## config.mk

```make
export PLATFORM = sky130hd
export DESIGN_NAME = multicycle_ctrl_flat
export DESIGN_NICKNAME = d
export VERILOG_FILES = /design/src/rtl/multicycle_ctrl_if.sv /design/src/rtl/multicycle_ctrl.sv /design/src/flat_wrapper.sv
export SDC_FILE = /design/constraint.sdc
export NUM_CORES = 1
export LEC_CHECK = 0
export CAP_MARGIN = 20
export CORE_AREA = 2 2 46 48
export CTS_CLUSTER_SIZE = 8
export DETAILED_ROUTE_END_ITERATION = 10
export DIE_AREA = 0 0 48 50
export PLACE_DENSITY_LB_ADDON = 0.08
export SLEW_MARGIN = 40
export SYNTH_ARGS = -nofsm -noshare
export SYNTH_HDL_FRONTEND = slang
export SYNTH_SLANG_ARGS = --single-unit
```

## constraint.sdc

```tcl
create_clock -name clk -period 1.34 [get_ports clk]
set_input_delay 0.268 -clock clk [delete_from_list [all_inputs] [get_ports clk]]
set_output_delay 0.268 -clock clk [all_outputs]
set_load 0.01 [all_outputs]
```

## src/rtl/multicycle_ctrl_if.sv

```systemverilog
// Control bundle between the multicycle main FSM and the datapath.
// master = FSM side (drives enables/selects), slave = datapath side.
interface multicycle_ctrl_if;
  logic [5:0] Op;
  logic       mem_ready;
  logic       PCWrite;
  logic       PCWriteCond;
  logic       IorD;
  logic       MemRead;
  logic       MemWrite;
  logic       IRWrite;
  logic       MemtoReg;
  logic       RegDst;
  logic       RegWrite;
  logic       ALUSrcA;
  logic [1:0] ALUSrcB;
  logic [1:0] ALUOp;
  logic [1:0] PCSource;
  logic [3:0] state;
  logic       instr_done;
  logic       illegal_op;

  modport master (
    input  Op, mem_ready,
    output PCWrite, PCWriteCond, IorD, MemRead, MemWrite, IRWrite,
           MemtoReg, RegDst, RegWrite, ALUSrcA, ALUSrcB, ALUOp, PCSource,
           state, instr_done, illegal_op
  );

  modport slave (
    output Op, mem_ready,
    input  PCWrite, PCWriteCond, IorD, MemRead, MemWrite, IRWrite,
           MemtoReg, RegDst, RegWrite, ALUSrcA, ALUSrcB, ALUOp, PCSource,
           state, instr_done, illegal_op
  );
endinterface

```

## src/rtl/multicycle_ctrl.sv

```systemverilog
// Main control FSM for the multicycle datapath: walks each instruction
// through fetch/decode/execute/memory/write-back and drives every datapath
// enable and mux select. Outputs are Moore on the state register, with the
// fetch load enables and the store completion qualified by mem_ready.
module multicycle_ctrl (
  input  logic                clk,
  input  logic                rst_n,
  multicycle_ctrl_if.master   bus
);

  typedef enum logic [3:0] {
    FETCH  = 4'd0,
    DECODE = 4'd1,
    MEMADR = 4'd2,
    MEMRD  = 4'd3,
    MEMWB  = 4'd4,
    MEMWR  = 4'd5,
    EXEC   = 4'd6,
    RWB    = 4'd7,
    BRANCH = 4'd8,
    JUMP   = 4'd9,
    IDLE   = 4'd15
  } state_t;

  localparam logic [5:0] OP_RTYPE = 6'b000000;
  localparam logic [5:0] OP_LW    = 6'b100011;
  localparam logic [5:0] OP_SW    = 6'b101011;
  localparam logic [5:0] OP_BEQ   = 6'b000100;
  localparam logic [5:0] OP_J     = 6'b000010;

  state_t state_q;
  state_t state_d;
  logic   op_legal;

  // Opcode support check, only meaningful while in DECODE.
  always_comb begin
    op_legal = 1'b0;
    case (bus.Op)
      OP_RTYPE, OP_LW, OP_SW, OP_BEQ, OP_J: op_legal = 1'b1;
      default:                              op_legal = 1'b0;
    endcase
  end

  // State register; reset parks in IDLE so all enables drop immediately.
  always_ff @(posedge clk or negedge rst_n) begin
    if (!rst_n) state_q <= IDLE;
    else        state_q <= state_d;
  end

  // Next-state logic; unused encodes fall back to FETCH.
  always_comb begin
    state_d = FETCH;
    case (state_q)
      IDLE:   state_d = FETCH;
      FETCH:  state_d = bus.mem_ready ? DECODE : FETCH;
      DECODE: begin
        case (bus.Op)
          OP_LW, OP_SW: state_d = MEMADR;
          OP_RTYPE:     state_d = EXEC;
          OP_BEQ:       state_d = BRANCH;
          OP_J:         state_d = JUMP;
          default:      state_d = FETCH;
        endcase
      end
      // IR is stable here, so Op can be re-read to split load from store.
      MEMADR: state_d = (bus.Op == OP_SW) ? MEMWR : MEMRD;
      MEMRD:  state_d = bus.mem_ready ? MEMWB : MEMRD;
      MEMWR:  state_d = bus.mem_ready ? FETCH : MEMWR;
      EXEC:   state_d = RWB;
      MEMWB, RWB, BRANCH, JUMP: state_d = FETCH;
      default: state_d = FETCH;
    endcase
  end

  // Output decode; everything defaults low so IDLE and unlisted states are inert.
  always_comb begin
    bus.PCWrite     = 1'b0;
    bus.PCWriteCond = 1'b0;
    bus.IorD        = 1'b0;
    bus.MemRead     = 1'b0;
    bus.MemWrite    = 1'b0;
    bus.IRWrite     = 1'b0;
    bus.MemtoReg    = 1'b0;
    bus.RegDst      = 1'b0;
    bus.RegWrite    = 1'b0;
    bus.ALUSrcA     = 1'b0;
    bus.ALUSrcB     = 2'b00;
    bus.ALUOp       = 2'b00;
    bus.PCSource    = 2'b00;
    bus.instr_done  = 1'b0;
    bus.illegal_op  = 1'b0;
    case (state_q)
      FETCH: begin
        bus.MemRead = 1'b1;
        bus.ALUSrcB = 2'b01;
        bus.IRWrite = bus.mem_ready;
        bus.PCWrite = bus.mem_ready;
      end
      DECODE: begin
        bus.ALUSrcB    = 2'b11;
        bus.illegal_op = ~op_legal;
      end
      MEMADR: begin
        bus.ALUSrcA = 1'b1;
        bus.ALUSrcB = 2'b10;
      end
      MEMRD: begin
        bus.MemRead = 1'b1;
        bus.IorD    = 1'b1;
      end
      MEMWB: begin
        bus.RegWrite   = 1'b1;
        bus.MemtoReg   = 1'b1;
        bus.instr_done = 1'b1;
      end
      MEMWR: begin
        bus.MemWrite   = 1'b1;
        bus.IorD       = 1'b1;
        bus.instr_done = bus.mem_ready;
      end
      EXEC: begin
        bus.ALUSrcA = 1'b1;
        bus.ALUOp   = 2'b10;
      end
      RWB: begin
        bus.RegWrite   = 1'b1;
        bus.RegDst     = 1'b1;
        bus.instr_done = 1'b1;
      end
      BRANCH: begin
        bus.ALUSrcA     = 1'b1;
        bus.ALUOp       = 2'b01;
        bus.PCWriteCond = 1'b1;
        bus.PCSource    = 2'b01;
        bus.instr_done  = 1'b1;
      end
      JUMP: begin
        bus.PCWrite    = 1'b1;
        bus.PCSource   = 2'b10;
        bus.instr_done = 1'b1;
      end
      default: ;
    endcase
  end

  assign bus.state = state_q;

endmodule

```

## src/flat_wrapper.sv

```systemverilog
// flat-port wrapper written by rule: the top's interface ports become plain ports
module multicycle_ctrl_flat 
  (clk, rst_n, bus_Op, bus_mem_ready, bus_PCWrite, bus_PCWriteCond, bus_IorD, bus_MemRead, bus_MemWrite, bus_IRWrite, bus_MemtoReg, bus_RegDst, bus_RegWrite, bus_ALUSrcA, bus_ALUSrcB, bus_ALUOp, bus_PCSource, bus_state, bus_instr_done, bus_illegal_op);
  multicycle_ctrl_if bus_i ();
  input  logic clk;
  input  logic rst_n;
  input wire logic [$bits(bus_i.Op)-1:0] bus_Op;
  input wire logic [$bits(bus_i.mem_ready)-1:0] bus_mem_ready;
  output wire logic [$bits(bus_i.PCWrite)-1:0] bus_PCWrite;
  output wire logic [$bits(bus_i.PCWriteCond)-1:0] bus_PCWriteCond;
  output wire logic [$bits(bus_i.IorD)-1:0] bus_IorD;
  output wire logic [$bits(bus_i.MemRead)-1:0] bus_MemRead;
  output wire logic [$bits(bus_i.MemWrite)-1:0] bus_MemWrite;
  output wire logic [$bits(bus_i.IRWrite)-1:0] bus_IRWrite;
  output wire logic [$bits(bus_i.MemtoReg)-1:0] bus_MemtoReg;
  output wire logic [$bits(bus_i.RegDst)-1:0] bus_RegDst;
  output wire logic [$bits(bus_i.RegWrite)-1:0] bus_RegWrite;
  output wire logic [$bits(bus_i.ALUSrcA)-1:0] bus_ALUSrcA;
  output wire logic [$bits(bus_i.ALUSrcB)-1:0] bus_ALUSrcB;
  output wire logic [$bits(bus_i.ALUOp)-1:0] bus_ALUOp;
  output wire logic [$bits(bus_i.PCSource)-1:0] bus_PCSource;
  output wire logic [$bits(bus_i.state)-1:0] bus_state;
  output wire logic [$bits(bus_i.instr_done)-1:0] bus_instr_done;
  output wire logic [$bits(bus_i.illegal_op)-1:0] bus_illegal_op;
  assign bus_i.Op = bus_Op;
  assign bus_i.mem_ready = bus_mem_ready;
  assign bus_PCWrite = bus_i.PCWrite;
  assign bus_PCWriteCond = bus_i.PCWriteCond;
  assign bus_IorD = bus_i.IorD;
  assign bus_MemRead = bus_i.MemRead;
  assign bus_MemWrite = bus_i.MemWrite;
  assign bus_IRWrite = bus_i.IRWrite;
  assign bus_MemtoReg = bus_i.MemtoReg;
  assign bus_RegDst = bus_i.RegDst;
  assign bus_RegWrite = bus_i.RegWrite;
  assign bus_ALUSrcA = bus_i.ALUSrcA;
  assign bus_ALUSrcB = bus_i.ALUSrcB;
  assign bus_ALUOp = bus_i.ALUOp;
  assign bus_PCSource = bus_i.PCSource;
  assign bus_state = bus_i.state;
  assign bus_instr_done = bus_i.instr_done;
  assign bus_illegal_op = bus_i.illegal_op;
  multicycle_ctrl u_core (.clk(clk), .rst_n(rst_n), .bus(bus_i));
endmodule
```

==> metrics, run 1 <==
total CTS buffers 3; CP Capture Point bus_ALUSrcB[1]; initial antenna violation count 0; crit path max fanout 5; grt total ovfl 0; Max IR drop VDD 0.00126 V; R2R Path End u_core.bus.state[0]; startpoint types register; CTS Hold Buffers Added 0; largest family of logic cells by synthesized area simple AND/OR/NAND/NOR gates; hpwl dp about 1300 um; CP max stage delay ~580 ps; starting density of the core 28.5%; count leader, synth nor2_1; Die X between 40 and 50 um; clock tree from TritonCTS done; IO buf count 30; DR WL met2 approximately 1300 um; top cells by count, synth nor2_1 (9), nor3_1 (7), nand2_1 (5); die area 2400 sq um; DR top layer met4; DRT antenna net count 0; gr usage total 21.5%; FF-to-FF path depth 6; CP delay by family, top flip-flops; Synth top area share roughly a fifth; Clock Latency Late Sink 240 ps; DR pass1 iterations 4; min-delay worst type input pin to async pin; share of synthesized registers carrying an async set or reset 100%; share of cells above drive strength 1 between 70% and 80%; flop-to-flop setup slack -280 ps; CP Cell Sequence buf_6 > nor4b_4 > buf_4 > or2_4 > buf_6; Root Driver clkbuf_4; max-slew violations 0; Synth Register Bits 4; Compound-Gate Fraction of Synth Area a little under a fifth; vias per cell around 4.8; n_diodes 0; clk sinks 4; wire length per cell 13.8 um; DP Area between 1000 and 1500 sq um; post-synthesis adder-cell area fraction 0%; Post-synth top flop dfstp_2; vias between 800 and 900; vias in the first global route ~830; total power ~2.0 mW; post-synthesis net count 81; kind of critical path register to primary output; cells after synthesis 72; fin crit period around 1800 ps; nets 156; crit path DAT 1490 ps; Final Cell Area around 1400 sq um; Static Leak 0.622 nW; Routed WL 2370 um; CP Depth 5; crit share post-route 131%; failing checks setup timing; post-synth cell types 32; RSZ-0062 raised after global routing yes; relative slew slack 80.5%; worst setup path startpoint u_core.bus.state[1]; EDFF count, synth 0; WP data required 1070 ps; H-Tree Depth 1; CP most frequent cell buf_6; final worst setup slack -421 ps; simple-gate share of the synthesized area 49.0%; CTS Buffer Depth 2; register area share after synthesis 19.4%; Max Clk Rate 568 MHz; met3 WL 104 um; post-synthesis xor/xnor area fraction 3.23%; Worst-path clk slew about 50 ps; Core Region 1900 sq um; crit end category primary output; RR Startpoint u_core.bus.state[1]; Pwr Density 1440 nW/um^2; status complete, but fails checks; pin count of the biggest net entering global routing 11; # IOs 31; Post-Syn Area 542 sq um; Max-Cap Viols 0; Synth warnings 0; Critical path buffers and inverters 3; Residual DRC 0; Die H 50 um; Setup-failing EPs final 24; routability congestion estimate 0.774; CP max stage cell dfstp_2; Worst-Margin Slew 292 ps; Avg Cell Area, Syn 7.52 sq um; main area contributors after synthesis dfstp_2 (19%), nor3_1 (6.5%), nor2_1 (6.2%), nand2b_1 (4.6%), nor4b_4 (4.4%); Layout area overhead 150%; # rows 16; max reg flops 4; Synth area leader dfstp_2; post-synthesis mux area share 0%; first-pass GRT wire length around 3800 um; final hold vios 0; dpl ws -670 ps; worst clock skew between 10 and 15 ps; met1 WL around 900 um; Detailed Route Iter0 Violations 6
-- cells in the final DEF, fill, tap and decap left out, drive strengths merged --
cell type / n
xnor2: 2
o221ai: 1
a22oi: 1
or3: 1
nor3b: 2
dlygate4sd2: 1
and4b: 1
a21oi: 4
nor3: 7
dfstp: 4
nor4: 1
dlymetal6s2s: 1
clkdlybuf4s50: 7
or2: 2
nand2: 5
nor4b: 3
nor2: 9
nand4b: 1
and2: 2
a311o: 1
clkbuf: 3
and3: 2
a31oi: 1
o21ai: 3
o21a: 1
o211ai: 2
buf: 68
inv: 2
nand4: 2
nand2b: 5
-- kinds of logic (layout without fill, tap and decap cells) --
| group | after synthesis | count (layout) |
|---|---|---|
| xor gates and xnor gates | 2 | 2 |
| AOI/OAI and AO/OA | 14 | 14 |
| and+or+nand+nor | 43 | 43 |
| DFF | 4 | 4 |
| buffers and inverters | 9 | 82 |
-- layout make-up --
class	instances	area, sq um
sequential	4	105
inverter	2	7.51
tap	27	33.8
multi-input combinational	59	527
fill	149	547
clock buffer	3	22.5
timing repair buffer	77	659
-- report_power, final --
part | switching [mW] | internal, mW | total (mW)
Sequential | 0.0569 | 0.169 | 0.226
Combinational | 0.674 | 0.897 | 1.57
Clock | 0.0575 | 0.101 | 0.158
-- through the flow --
step                hold WS, ps  instances  setup TNS, ps  utilization (%)
finish                      448        172          -6760             71.3
global route                477        172          -8030             71.3
CTS                         441        169          -6590             67.2
detailed placement          658        147         -10290             56.2
global placement            651        147         -10210             56.2
floorplan                   120         72           -384                -
-- per-layer routing --
metal	vias up	GRT usage, %
met5	-	0
met4	0	4.05
met3	3	4.03
met2	33	39.3
met1	389	24.4
li1	405	-
-- worst min-delay path by stage --
stage                        start                  end  slack (ps)  cells after the start
2_1_floorplan                rst_n  u_core.bus.state[0]         120                      0
3_3_place_gp   u_core.bus.state[0]  u_core.bus.state[3]         650                      3
3_5_place_dp   u_core.bus.state[0]  u_core.bus.state[3]         660                      3
4_1_cts                      rst_n  u_core.bus.state[0]         440                      1
5_1_grt                      rst_n  u_core.bus.state[0]         480                      1
6_report                     rst_n  u_core.bus.state[0]         450                      1
-- worst reg2reg max path, stage by stage, from the launching register on --
cell	delay, ps
dfstp_2	580
buf_4	140
nand2b_4	70
buf_4	130
buf_4	120
a311o_1	330
a21oi_2	170
-- timing repair --
action	in CTS	in global routing
gates resized for setup	114	19
buffers inserted	21	5
setup endpoints to repair	25	26
pin swaps	4	7
Power figures use the tool's default switching activity.
==> run 2: changes to the inputs <==
SKIP_CTS_REPAIR_TIMING = 1   (was unset)
==> run 2 against run 1 <==
  * The flow still finishes with violations (setup timing)
  * Via count grew 0.24%
  * Register-to-register slack better by 100 ps
  * Final cell count is 2.3% higher
  * Non-clock buffer count rose by 4
  * Wire length is 9.9% lower
  * Sequential share of layout area down 0.36 points
  * Fmax fell by 4.1%
  * Core utilization up 3.4 points
  * Global-route usage fell by 6.1 points
  * Critical path type unchanged
  * Critical endpoint is now bus_illegal_op
  * Largest cell class unchanged
==> metrics, run 2 (synthesized netlist as in run 1, its figures left out) <==
status complete, but fails checks; failing checks setup timing; Pwr Density 1420 nW/um^2 (-1.7%); IO buf count 30 (unchanged); crit path max fanout 3 (-2); RSZ-0062 raised after global routing yes; R2R Path End u_core.bus.state[0]; max-slew violations 0 (unchanged); most frequent cells in the layout buf_4 (30), buf_6 (26), buf_2 (12); DR top layer met3; Root Driver clkbuf_4; routability congestion estimate 0.774 (unchanged); Detailed Route Iter0 Violations 3 (-3); grt total ovfl 0 (unchanged); # rows 16 (unchanged); Residual DRC 0 (unchanged); Max IR drop VDD 0.00122 V (-3.0%); met1 WL 840 um (-6.4%); CTS Buffer Depth 2 (unchanged); wire length per cell 12.1 um (-12%); Static Leak 0.668 nW (+7.4%); RR Startpoint u_core.bus.state[0]; Layout area overhead 162%; Core Region 1900 sq um (unchanged); Max Clk Rate 545 MHz (-4.1%); Die X 48 um (unchanged); setup TNS -6630 ps (+127 ps); DP Area 1070 sq um (unchanged); dpl cells 147 (unchanged); min-delay worst type input pin to async pin; fin crit period 1840 ps (+74.8 ps); WP data required 1070 ps (about the same); nets 160 (+2.6%); crit end category primary output; Core Util, Final 74.7% (+3.4 points); H-Tree Depth 1 (unchanged); # IOs 31 (unchanged); vias per cell 4.73 (-2.0%); hpwl dp 1320 um (unchanged); crit share post-route 137% (+5.6 points); Clock Latency Late Sink 240 ps (about the same); initial antenna violation count 0 (unchanged); clk sinks 4 (unchanged); vias in the first global route 641 (-22%); most common cell after layout, fill and taps aside buf_4; pin count of the biggest net entering global routing 12 (+1); total CTS buffers 3 (unchanged); kind of critical path register to primary output; Final Cell Area 1420 sq um (+4.8%); flop-to-flop setup slack -180 ps (+100 ps); Setup-failing EPs final 24 (unchanged); Max-Cap Viols 0 (unchanged); gr usage total 15.3% (-6.1 points); share of cells above drive strength 1 73.8% (+1.4 points); vias 832 (+0.24%); n_diodes 0 (unchanged); relative slew slack 80.1% (-0.35 points); starting density of the core 28.5% (unchanged); first-pass GRT wire length 2750 um (-27%); Worst-Margin Slew 297 ps (+5.01 ps); clock tree from TritonCTS done; Routed WL 2130 um (-9.9%); die area 2400 sq um (unchanged); FF-to-FF path depth 6 (unchanged); final worst setup slack -496 ps (-74.8 ps); max reg flops 4 (unchanged); DR WL met2 1190 um (-11%); total power 2.01 mW (+3.0%); Die H 50 um (unchanged); startpoint types register; crit path DAT 1570 ps (+80 ps); DRT antenna net count 0 (unchanged); final std cells w/o fill 176 (+2.3%); DR pass1 iterations 3 (-1); worst clock skew 4.74 ps (-9.73 ps); met3 WL 100 um (-3.8%); Worst-path clk slew 40 ps (about the same); final hold vios 0 (unchanged)
run 2: area by class of cell:
| cell class | instances | area, sq um |
|---|---|---|
| clock buffers | 3 | 22.5 |
| fillers | 138 | 482 |
| inverters | 2 | 10.0 |
| multi-input cells | 59 | 520 |
| flip-flops and latches | 4 | 105 |
| well taps | 27 | 33.8 |
| repair buffers | 81 | 728 |
run 2: critical path, stage by stage (launching register included):
cell and delay [ps]:
dfstp_2 380, buf_6 120, buf_6 110, nor4b_4 340, buf_4 170, o21a_1 100, buf_2 120
run 2: worst max-delay path by stage:
stage,slack (ps),depth (start not counted),to,startpoint
after global placement,-660,5,bus_illegal_op,bus_Op[5]
after floorplan,-50,5,bus_ALUOp[0],u_core.bus.state[2]
after detailed placement,-670,5,bus_illegal_op,bus_Op[5]
after CTS,-780,4,bus_ALUSrcB[1],u_core.bus.state[0]
final,-500,6,bus_illegal_op,u_core.bus.state[3]
after global routing,-560,6,bus_illegal_op,u_core.bus.state[3]
run 2: where the power goes:
group / leakage, nW / switching, mW / internal (mW)
Clock: 0.0138 / 0.0496 / 0.100
Combinational: 0.613 / 0.673 / 0.980
Sequential: 0.0415 / 0.0427 / 0.169
Total: 0.668 / 0.766 / 1.25
run 2: per-layer routing:
layer / up-vias / track usage [%]
met5: - / 0
met4: 0 / 1.35
met3: 0 / 3.30
met2: 24 / 26.7
met1: 393 / 19.3
li1: 415 / -
run 2: through the flow:
stage,setup slack [ps],hold WS [ps]
2_1_floorplan,-51.5,120
3_3_place_gp,-655,651
3_5_place_dp,-670,658
4_1_cts,-778,441
5_1_grt,-563,463
6_report,-496,443
==> run 3: changes to the inputs <==
PLACE_DENSITY = 0.7   (was unset)
PLACE_DENSITY_LB_ADDON = unset   (was 0.08)
==> run 3 against run 2 <==
  * The flow still finishes with violations (setup timing)
  * Highest routed layer is now met4
  * Largest power group unchanged
  * Sequential share of layout area grew 0.23 points
  * Register-to-register slack lost 60 ps
  * Wire length grew 8.8%
  * Critical path type unchanged
==> metrics, run 3 (synthesized netlist as in run 1, its figures left out) <==
status complete, but fails checks; failing checks setup timing; CP Depth 5 (-1); CP max stage cell dfstp_2; WP data required 1070 ps (about the same); initial antenna violation count 0 (unchanged); CP delay by family, top buffers and inverters; n_diodes 0 (unchanged); dpl cells 151 (+2.7%); P_int 1.20 mW (-3.9%); Flop pwr share 10.9% (+0.4 points); total CTS buffers 3 (unchanged); routability congestion estimate 0.766 (-0.98%); gr usage total 15.8% (+0.47 points); hpwl dp 1460 um (+10%); DR pass1 iterations 4 (+1); Worst-path clk slew 40 ps (about the same); CP max stage delay 390 ps (about the same); Logic pwr share 81.5% (-0.6 points); H-Tree Depth 1 (unchanged); max-slew violations 0 (unchanged); Layout area overhead 154%; startpoint types register; Critical path buffers and inverters 3 (-1); Detailed Route Iter0 Violations 8 (+5); CTS Buffer Depth 2 (unchanged); IO buf count 30 (unchanged); Max-Cap Viols 0 (unchanged); # IOs 31 (unchanged); final std cells w/o fill 171 (-2.8%); first-pass GRT wire length 2860 um (+3.7%); Max IR drop VDD 0.00100 V (-18%); vias per cell 4.96 (+4.9%); Pwr Density 1430 nW/um^2 (+1.2%); R2R Path End u_core.bus.state[1]; pin count of the biggest net entering global routing 11 (-1); setup TNS -5910 ps (+718 ps); clock power share 7.5% (about the same); most common cell after layout, fill and taps aside buf_6; clock tree from TritonCTS done; net switching power 0.776 mW (+1.4%); flop-to-flop setup slack -240 ps (-60 ps); crit path DAT 1500 ps (-70 ps); Sequential Area 105 sq um (unchanged); max reg flops 4 (unchanged); wire length per cell 13.6 um (+12%); kind of critical path register to primary output; Setup-failing EPs final 24 (unchanged); Core Region 1900 sq um (unchanged); Die X 48 um (unchanged); DRT antenna net count 0 (unchanged); FF-to-FF path depth 6 (unchanged); Root Driver clkbuf_4; relative slew slack 80.2% (about the same); final worst setup slack -430 ps (+66.1 ps); worst clock skew 7.98 ps (+3.24 ps); # rows 16 (unchanged); Layout fillers 143 (+3.6%); Residual DRC 0 (unchanged); most frequent cells in the layout buf_6 (30), buf_4 (23), buf_2 (12); crit share post-route 132% (-4.9 points); crit end category primary output; min-delay worst type input pin to async pin; Die H 50 um (unchanged); final hold vios 0 (unchanged); nets 155 (-3.1%); vias 848 (+1.9%); RSZ-0062 raised after global routing yes; Multi-input gate area 528 sq um (+1.4%); Core Util, Final 72.4% (-2.2 points); RR Startpoint u_core.bus.state[1]; vias in the first global route 704 (+9.8%); starting density of the core 28.5% (unchanged); CP Cell Sequence buf_4 > nor4b_4 > buf_4 > o21a_1 > buf_2; grt total ovfl 0 (unchanged); fin crit period 1770 ps (-66.1 ps); Routed WL 2320 um (+8.8%); Max Clk Rate 565 MHz (+3.7%); clk sinks 4 (unchanged); die area 2400 sq um (unchanged); crit path max fanout 4 (+1); Switching Fraction 39.3% (+1.3 points); Static Leak 0.619 nW (-7.4%); CP most frequent cell buf_4; Worst-Margin Slew 296 ps (-0.988 ps); share of cells above drive strength 1 75.0% (+1.2 points); Clock Latency Late Sink 240 ps (about the same)
[run 3: changes by cell type in the layout (fill, tap and decap cells not counted), moves of 2 or more]
cell / before / now
buf_4: 30 / 23
buf_6: 26 / 30
dlymetal6s2s_1: 2 / 0
nand2_2: 2 / 4
[run 3: per-stage QoR]
| step | power [mW] | instance area, sq um | hold slack, ps | worst slack, ps |
|---|---|---|---|---|
| after floorplan | 0.799 | 618 | 120 | -51.5 |
| after CTS | 1.58 | 1120 | 437 | -786 |
| final | 1.98 | 1380 | 444 | -430 |
| after detailed placement | 1.42 | 1100 | 661 | -701 |
| after global placement | 1.39 | 1100 | 652 | -653 |
| after global routing | 2.10 | 1380 | 473 | -471 |
[run 3: per-layer routing]
| metal | up-vias | routed length, um | global-route usage, % |
|---|---|---|---|
| met5 | - | 0 | 0 |
| met4 | 0 | 21 | 0 |
| met3 | 2 | 108 | 4.40 |
| met2 | 32 | 1330 | 30.2 |
| met1 | 403 | 856 | 17.2 |
| li1 | 411 | - | - |
[run 3: final cells by class]
| cell class | instances | share of cell area [%] |
|---|---|---|
| clock buffer | 3 | 1.63 |
| inverter | 2 | 0.545 |
| multi-input combinational | 59 | 38.3 |
| sequential | 4 | 7.63 |
| tap | 27 | 2.45 |
| timing repair buffer | 76 | 49.4 |
[run 3: power by group through the flow]
stage	Sequential, mW	Combinational (mW)	Clock [mW]
after floorplan	0.222	0.577	0
after global placement	0.241	1.15	0
after detailed placement	0.241	1.18	0
after CTS	0.240	1.18	0.158
after global routing	0.222	1.71	0.168
final	0.216	1.61	0.149
[run 3: worst max path at each step]
stage | endpoint | start | slack (ps)
floorplan | bus_ALUOp[0] | u_core.bus.state[2] | -50
global placement | bus_illegal_op | bus_Op[5] | -650
detailed placement | bus_illegal_op | bus_Op[0] | -700
CTS | bus_illegal_op | u_core.bus.state[0] | -790
global route | bus_illegal_op | u_core.bus.state[3] | -470
finish | bus_illegal_op | u_core.bus.state[3] | -430
[run 3: worst reg2reg max path: stages (launching register included)]
cell      delay (ps)
dfstp_2          570
buf_6            120
nand2b_4          70
buf_6            120
buf_6            100
or3_1            310
o221ai_2         200
